==> src/rtl/kp_pkg.sv <==
// Shared types and defaults for the kernel line scheduler: FSM state encoding,
// parameter defaults and the counter-width helper.
package kp_pkg;

    typedef enum logic [2:0] {
        ST_IDLE      = 3'd0,
        ST_WAIT_REQ  = 3'd1,
        ST_BURST     = 3'd2,
        ST_GUARD     = 3'd3,
        ST_PAD_WAIT  = 3'd4,
        ST_PAD       = 3'd5,
        ST_PAD_GUARD = 3'd6,
        ST_DONE      = 3'd7
    } kp_state_e;

    localparam int DEF_LINE_LENGTH = 640;
    localparam int DEF_LINE_COUNT  = 480;
    localparam int DEF_DATA_WIDTH  = 8;
    localparam int DEF_PAD_LINES   = 1;
    localparam int DEF_PAD_VALUE   = 0;
    localparam int DEF_GUARD_CYC   = 2;

    // One spare bit so a counter can hold its terminal value without wrapping.
    function automatic int ctr_width(input int n);
        return $clog2(n) + 1;
    endfunction

endpackage

==> src/rtl/kp_burst_counter.sv <==
// Per-line issue/return pixel counters; both saturate at LINE_LENGTH and
// clear together at the start of every real or pad line.
module kp_burst_counter
    import kp_pkg::*;
#(
    parameter int LINE_LENGTH = DEF_LINE_LENGTH,
    parameter int CW          = ctr_width(DEF_LINE_LENGTH)
) (
    input  logic i_clk,
    input  logic i_rstn,
    input  logic i_clr,
    input  logic i_issue,
    input  logic i_ret,
    output logic o_issue_done,
    output logic o_ret_last
);

    localparam logic [CW-1:0] LEN    = CW'(LINE_LENGTH);
    localparam logic [CW-1:0] LEN_M1 = CW'(LINE_LENGTH - 1);

    // Index 0 counts FIFO pops issued, index 1 counts pixels returned to the kernel.
    logic [1:0]    step;
    logic [CW-1:0] cnt_q [2];
    logic [CW-1:0] cnt_d [2];

    assign step = {i_ret, i_issue};

    genvar gi;
    generate
        for (gi = 0; gi < 2; gi++) begin : g_cnt
            always_comb begin
                cnt_d[gi] = cnt_q[gi];
                if (i_clr) begin
                    cnt_d[gi] = '0;
                end else if (step[gi] && (cnt_q[gi] != LEN)) begin
                    cnt_d[gi] = cnt_q[gi] + CW'(1);
                end
            end

            always_ff @(posedge i_clk) begin
                if (!i_rstn) begin
                    cnt_q[gi] <= '0;
                end else begin
                    cnt_q[gi] <= cnt_d[gi];
                end
            end
        end
    endgenerate

    assign o_issue_done = (cnt_q[0] == LEN);
    assign o_ret_last   = (cnt_q[1] == LEN_M1);

endmodule

==> src/rtl/kp_line_scheduler.sv <==
// Feeds one frame from the pixel FIFO to kernel control a full line per request,
// then appends constant-valued border lines and signals frame completion.
module kp_line_scheduler
    import kp_pkg::*;
#(
    parameter int LINE_LENGTH = DEF_LINE_LENGTH,
    parameter int LINE_COUNT  = DEF_LINE_COUNT,
    parameter int DATA_WIDTH  = DEF_DATA_WIDTH,
    parameter int PAD_LINES   = DEF_PAD_LINES,
    parameter int PAD_VALUE   = DEF_PAD_VALUE,
    parameter int GUARD_CYC   = DEF_GUARD_CYC,
    localparam int LW         = ctr_width(LINE_COUNT + PAD_LINES)
) (
    input  logic                  i_clk,
    input  logic                  i_rstn,
    input  logic                  i_start,
    input  logic                  i_abort,
    input  logic                  i_fifo_empty,
    input  logic [DATA_WIDTH-1:0] i_fifo_rdata,
    output logic                  o_fifo_rd,
    input  logic                  i_req,
    output logic [DATA_WIDTH-1:0] o_data,
    output logic                  o_valid,
    output logic                  o_busy,
    output logic [LW-1:0]         o_line_idx,
    output logic                  o_frame_done,
    output logic                  o_start_err
);

    localparam int CW = ctr_width(LINE_LENGTH);
    localparam int GW = ctr_width(GUARD_CYC + 1);
    localparam logic [LW-1:0]         REAL_LINES = LW'(LINE_COUNT);
    localparam logic [LW-1:0]         ALL_LINES  = LW'(LINE_COUNT + PAD_LINES);
    localparam logic [GW-1:0]         GUARD_LAST = GW'((GUARD_CYC > 0) ? GUARD_CYC - 1 : 0);
    localparam logic [DATA_WIDTH-1:0] PAD_WORD   = DATA_WIDTH'(PAD_VALUE);

    kp_state_e       state_q, state_d;
    logic            valid_q, valid_d;
    logic            busy_q, busy_d;
    logic [LW-1:0]   line_idx_q, line_idx_d;
    logic            frame_done_q, frame_done_d;
    logic            start_err_q, start_err_d;
    logic [GW-1:0]   guard_q, guard_d;

    logic            fifo_rd;
    logic            cnt_clr;
    logic            issue_done;
    logic            ret_last;
    logic [LW-1:0]   line_idx_inc;
    kp_state_e       after_guard;

    kp_burst_counter #(
        .LINE_LENGTH (LINE_LENGTH),
        .CW          (CW)
    ) u_burst_counter (
        .i_clk        (i_clk),
        .i_rstn       (i_rstn),
        .i_clr        (cnt_clr),
        .i_issue      (fifo_rd),
        .i_ret        (valid_q),
        .o_issue_done (issue_done),
        .o_ret_last   (ret_last)
    );

    assign line_idx_inc = (line_idx_q < ALL_LINES) ? line_idx_q + LW'(1) : line_idx_q;

    // Pad lines share the guard path; PAD_LINES=0 makes ALL_LINES==REAL_LINES and skips padding.
    assign after_guard = (line_idx_q >= ALL_LINES)  ? ST_DONE :
                         (line_idx_q >= REAL_LINES) ? ST_PAD_WAIT : ST_WAIT_REQ;

    always_comb begin
        state_d      = state_q;
        valid_d      = 1'b0;
        line_idx_d   = line_idx_q;
        frame_done_d = 1'b0;
        start_err_d  = 1'b0;
        guard_d      = guard_q;
        fifo_rd      = 1'b0;
        cnt_clr      = 1'b0;

        case (state_q)
            ST_IDLE: begin
                if (i_start) begin
                    state_d    = ST_WAIT_REQ;
                    line_idx_d = '0;
                end
            end
            ST_WAIT_REQ, ST_PAD_WAIT: begin
                cnt_clr = 1'b1;
                if (i_req) begin
                    state_d = (state_q == ST_WAIT_REQ) ? ST_BURST : ST_PAD;
                    valid_d = (state_q == ST_PAD_WAIT);
                end
            end
            ST_BURST: begin
                fifo_rd = i_rstn && !i_fifo_empty && !issue_done;
                valid_d = fifo_rd;
                if (valid_q && ret_last) begin
                    state_d    = ST_GUARD;
                    guard_d    = '0;
                    line_idx_d = line_idx_inc;
                end
            end
            ST_PAD: begin
                if (ret_last) begin
                    state_d    = ST_PAD_GUARD;
                    guard_d    = '0;
                    line_idx_d = line_idx_inc;
                end else begin
                    valid_d = 1'b1;
                end
            end
            ST_GUARD, ST_PAD_GUARD: begin
                if (guard_q >= GUARD_LAST) begin
                    state_d      = after_guard;
                    frame_done_d = (after_guard == ST_DONE);
                end else begin
                    guard_d = guard_q + GW'(1);
                end
            end
            ST_DONE: begin
                state_d = ST_IDLE;
            end
            default: begin
                state_d = ST_IDLE;
            end
        endcase

        // Abort wins over a simultaneous start; no pop is issued in the abort cycle.
        if (state_q != ST_IDLE) begin
            if (i_abort) begin
                state_d      = ST_IDLE;
                valid_d      = 1'b0;
                fifo_rd      = 1'b0;
                frame_done_d = 1'b0;
            end else if (i_start) begin
                start_err_d = 1'b1;
            end
        end

        busy_d = (state_d != ST_IDLE);
    end

    always_ff @(posedge i_clk) begin
        if (!i_rstn) begin
            state_q      <= ST_IDLE;
            valid_q      <= 1'b0;
            busy_q       <= 1'b0;
            line_idx_q   <= '0;
            frame_done_q <= 1'b0;
            start_err_q  <= 1'b0;
            guard_q      <= '0;
        end else begin
            state_q      <= state_d;
            valid_q      <= valid_d;
            busy_q       <= busy_d;
            line_idx_q   <= line_idx_d;
            frame_done_q <= frame_done_d;
            start_err_q  <= start_err_d;
            guard_q      <= guard_d;
        end
    end

    // FIFO data arrives one cycle after the pop, aligned with the registered strobe.
    assign o_data       = !valid_q ? '0 : ((state_q == ST_PAD) ? PAD_WORD : i_fifo_rdata);
    assign o_fifo_rd    = fifo_rd;
    assign o_valid      = valid_q;
    assign o_busy       = busy_q;
    assign o_line_idx   = line_idx_q;
    assign o_frame_done = frame_done_q;
    assign o_start_err  = start_err_q;

endmodule

==> config.mk <==
export PLATFORM = sky130hd
export DESIGN_NAME = kp_line_scheduler
export DESIGN_NICKNAME = d
export VERILOG_FILES = /design/src/rtl/kp_pkg.sv /design/src/rtl/kp_burst_counter.sv /design/src/rtl/kp_line_scheduler.sv
export SDC_FILE = /design/constraint.sdc
export NUM_CORES = 1
export LEC_CHECK = 0
export BUFFER_PORTS_ARGS = -buffer_cell sky130_fd_sc_hd__buf_4
export CORE_AREA = 4 4 94 96
export DETAILED_ROUTE_END_ITERATION = 12
export DIE_AREA = 0 0 98 100
export PLACE_DENSITY = 0.47
export SYNTH_ARGS = -nofsm -noshare
export SYNTH_HDL_FRONTEND = slang
export SYNTH_SLANG_ARGS = --single-unit
export TNS_END_PERCENT = 100
==> constraint.sdc <==
create_clock -name i_clk -period 2.2 [get_ports i_clk]
set_input_delay 0.11 -clock i_clk [delete_from_list [all_inputs] [get_ports i_clk]]
set_output_delay 0.11 -clock i_clk [all_outputs]
set_load 0.05 [all_outputs]
==> run metrics <==
#FFs+latches synth 42; max incr delay on CP 0.47 ns; synth cell count leaders dfxtp_1, nor2_1, a21oi_1; total die area 9800 µm²; sum of negative setup slack 0 ns; Synth cell types 49; critical path type reg -> reg; Max VDD drop approximately 0.22 mV; initial antenna violation count 0; first drt pass iteration count 4; Core Box Area 8050 µm²; H-Tree Depth 2; post-synth top area share a little over a third; antenna cells 0; clock sinks 42; Detail Route Antenna Nets 0; mean area per synthesized cell about 8.3 µm²; CP bufs+invs 1; CTS tree yes; Final Wtd Congestion 0.810; row count 33; Worst path top cell family by delay simple AND/OR/NAND/NOR gates; DR WL/cell 13.4 µm; async set-reset flop share out of synthesis 0%; IO Count 37; Min Hold Slack 0.0674 ns; DP Cell Count 439; pin count of the biggest net entering global routing 14; Final WS setup 0.0315 ns; Yosys warnings 0; CP max FO 5; port bufs 36; Leakage 1.25 nW; Clock Tree Buf Depth 2; CP endpoint kind register; WL final 6.03 mm; Initial DRC Count 99; final-report hold violation count 0; Via Count 2195; total grt overflow 0; clock latency on the worst-skew pair 0.30 ns; Reg clk slew, reported paths around 0.080 ns; final cell count without fillers 450; DRC 0; Worst path slowest cell or4_4; global-route wire length before repair ~10 mm; sequential area share after synthesis between 30% and 40%; Synth Cell Area 2350 µm²; CTS Hold Bufs 0; Mapped Cells 282; top post-synthesis cells by area dfxtp_1, ha_1, nor2_1; share of layout cells above drive strength 1 about 27%; crit path time final between 2 and 2.5 ns; Power per Cell Area between 400 and 500 nW/µm²; Inserted Clock Buffers 5; global-route usage over all layers 12.5%; worst endpoint data arrival time 2.40 ns; CTS root buf clkbuf_8; hold crit path type in -> reg; cell taking the most area after synthesis dfxtp_1; endpoints failing setup 0; die width 98 µm; worst path cell trace inv_2, ha_1, or4b_4, a221o_1, and2_4, or4_4, a21oi_2; most common cell in the netlist dfxtp_1; f_max 461 MHz; Slew HR about two thirds; CP startpoint kind register; vias in the first global route 2132; die height 100 µm; Max Slew Vio Count 0; Post-Place Worst Slack -0.0165 ns; status finished, final reports clean; Final Cycle Share 98.6%; worst-margin pin slew 0.492 ns; ys flop type dfxtp_1; initial core utilization between 20% and 30%; Synth-to-Final Area Change 31.3%; DP HPWL 4.60 mm; overall power 1.45 mW; Final nets 368; Syn Nets between 300 and 400; Max-Cap Viols 0; Worst Clk Skew 0.00636 ns; RSZ-0062 raised after global routing yes; EDFF count, synth 0; DR vias/cell 4.88; worst path required time roughly 2.4 ns
[metrics by stage]
stage | utilization (%) | instance area (µm²)
global placement | 36.3 | 2920
finish | 38.3 | 3080
global route | 38.3 | 3080
floorplan | - | 2360
CTS | 37.7 | 3040
detailed placement | 36.3 | 2920
[worst paths after layout]
kind | from | end | slack [ns] | cells after the start
min | i_start | o_start_err | 0.07 | 2
max | o_line_idx[0] | o_line_idx[3] | 0.03 | 7
min reg2reg | guard_q[0] | guard_q[0] | 0.49 | 1
max reg2reg | o_line_idx[0] | o_line_idx[3] | 0.03 | 7
[placed cells by master, fill, tap and decap left out, types with 5 or more instances in the layout]
| cell type | n |
|---|---|
| inv_1 | 9 |
| nor2_1 | 30 |
| nand3_1 | 16 |
| nand2_1 | 16 |
| dfxtp_1 | 40 |
| nor3_1 | 7 |
| o21ai_0 | 14 |
| nor4b_1 | 5 |
| a21oi_1 | 17 |
| nand4_1 | 6 |
| xor2_1 | 9 |
| or3_1 | 9 |
| buf_4 | 66 |
| and3_1 | 14 |
| clkbuf_8 | 6 |
| ha_1 | 9 |
| xnor2_1 | 8 |
[power breakdown]
part	switching [mW]	leakage (nW)	internal, mW
logic	0.0820	0.856	0.0643
clock network	0.282	0.0515	0.254
registers	0.00332	0.340	0.765
[cells by family (layout without fill, tap and decap cells)]
logic type                 count (synthesis)  after routing  synth area share [%]
AOI/OAI and AO/OA                         52             52                  13.6
xor gates and xnor gates                  17             17                  6.34
adders and majority gates                 10             10                  5.33
buffers and inverters                     22             85                  3.68
DFF                                       42             42                  35.8
muxes                                      4              4                  1.76
and+or+nand+nor                          135            135                  33.4
[registers in the layout, summed over array words and instances, names as in the netlist]
signal / count
o_line_idx: 10
state_q: 3
o_start_err: 1
o_busy: 1
o_frame_done: 1
o_valid: 1
guard_q: 3
u_burst_counter.cnt_q: 22
[what timing repair did]
action                     4_1_cts  5_1_grt
pin swaps                        2        3
setup buffers                    1        2
resized for setup                4        7
setup endpoints to repair        5        8
[cell type report]
type                            count  area (µm²)
Clock buffer                        6        82.6
Fill cell                         840        4970
Timing Repair Buffer               67         507
Clock inverter                      2        11.3
Inverter                           10        37.5
Sequential cell                    42         846
Tap cell                          105         131
Multi-Input combinational cell    218        1470
[worst register-to-register path, cell delays in order, from the launching register on]
cell,delay [ns]
dfxtp_4,0.35
inv_2,0.05
ha_1,0.12
or4b_4,0.46
a221o_1,0.32
and2_4,0.18
or4_4,0.48
a21oi_2,0.14
[layer usage]
layer,global-route usage [%],wire [µm]
met5,0,0
met4,3.09,51
met3,2.92,186
met2,20.8,2830
met1,16.3,2960
Power figures use the tool's default switching activity.
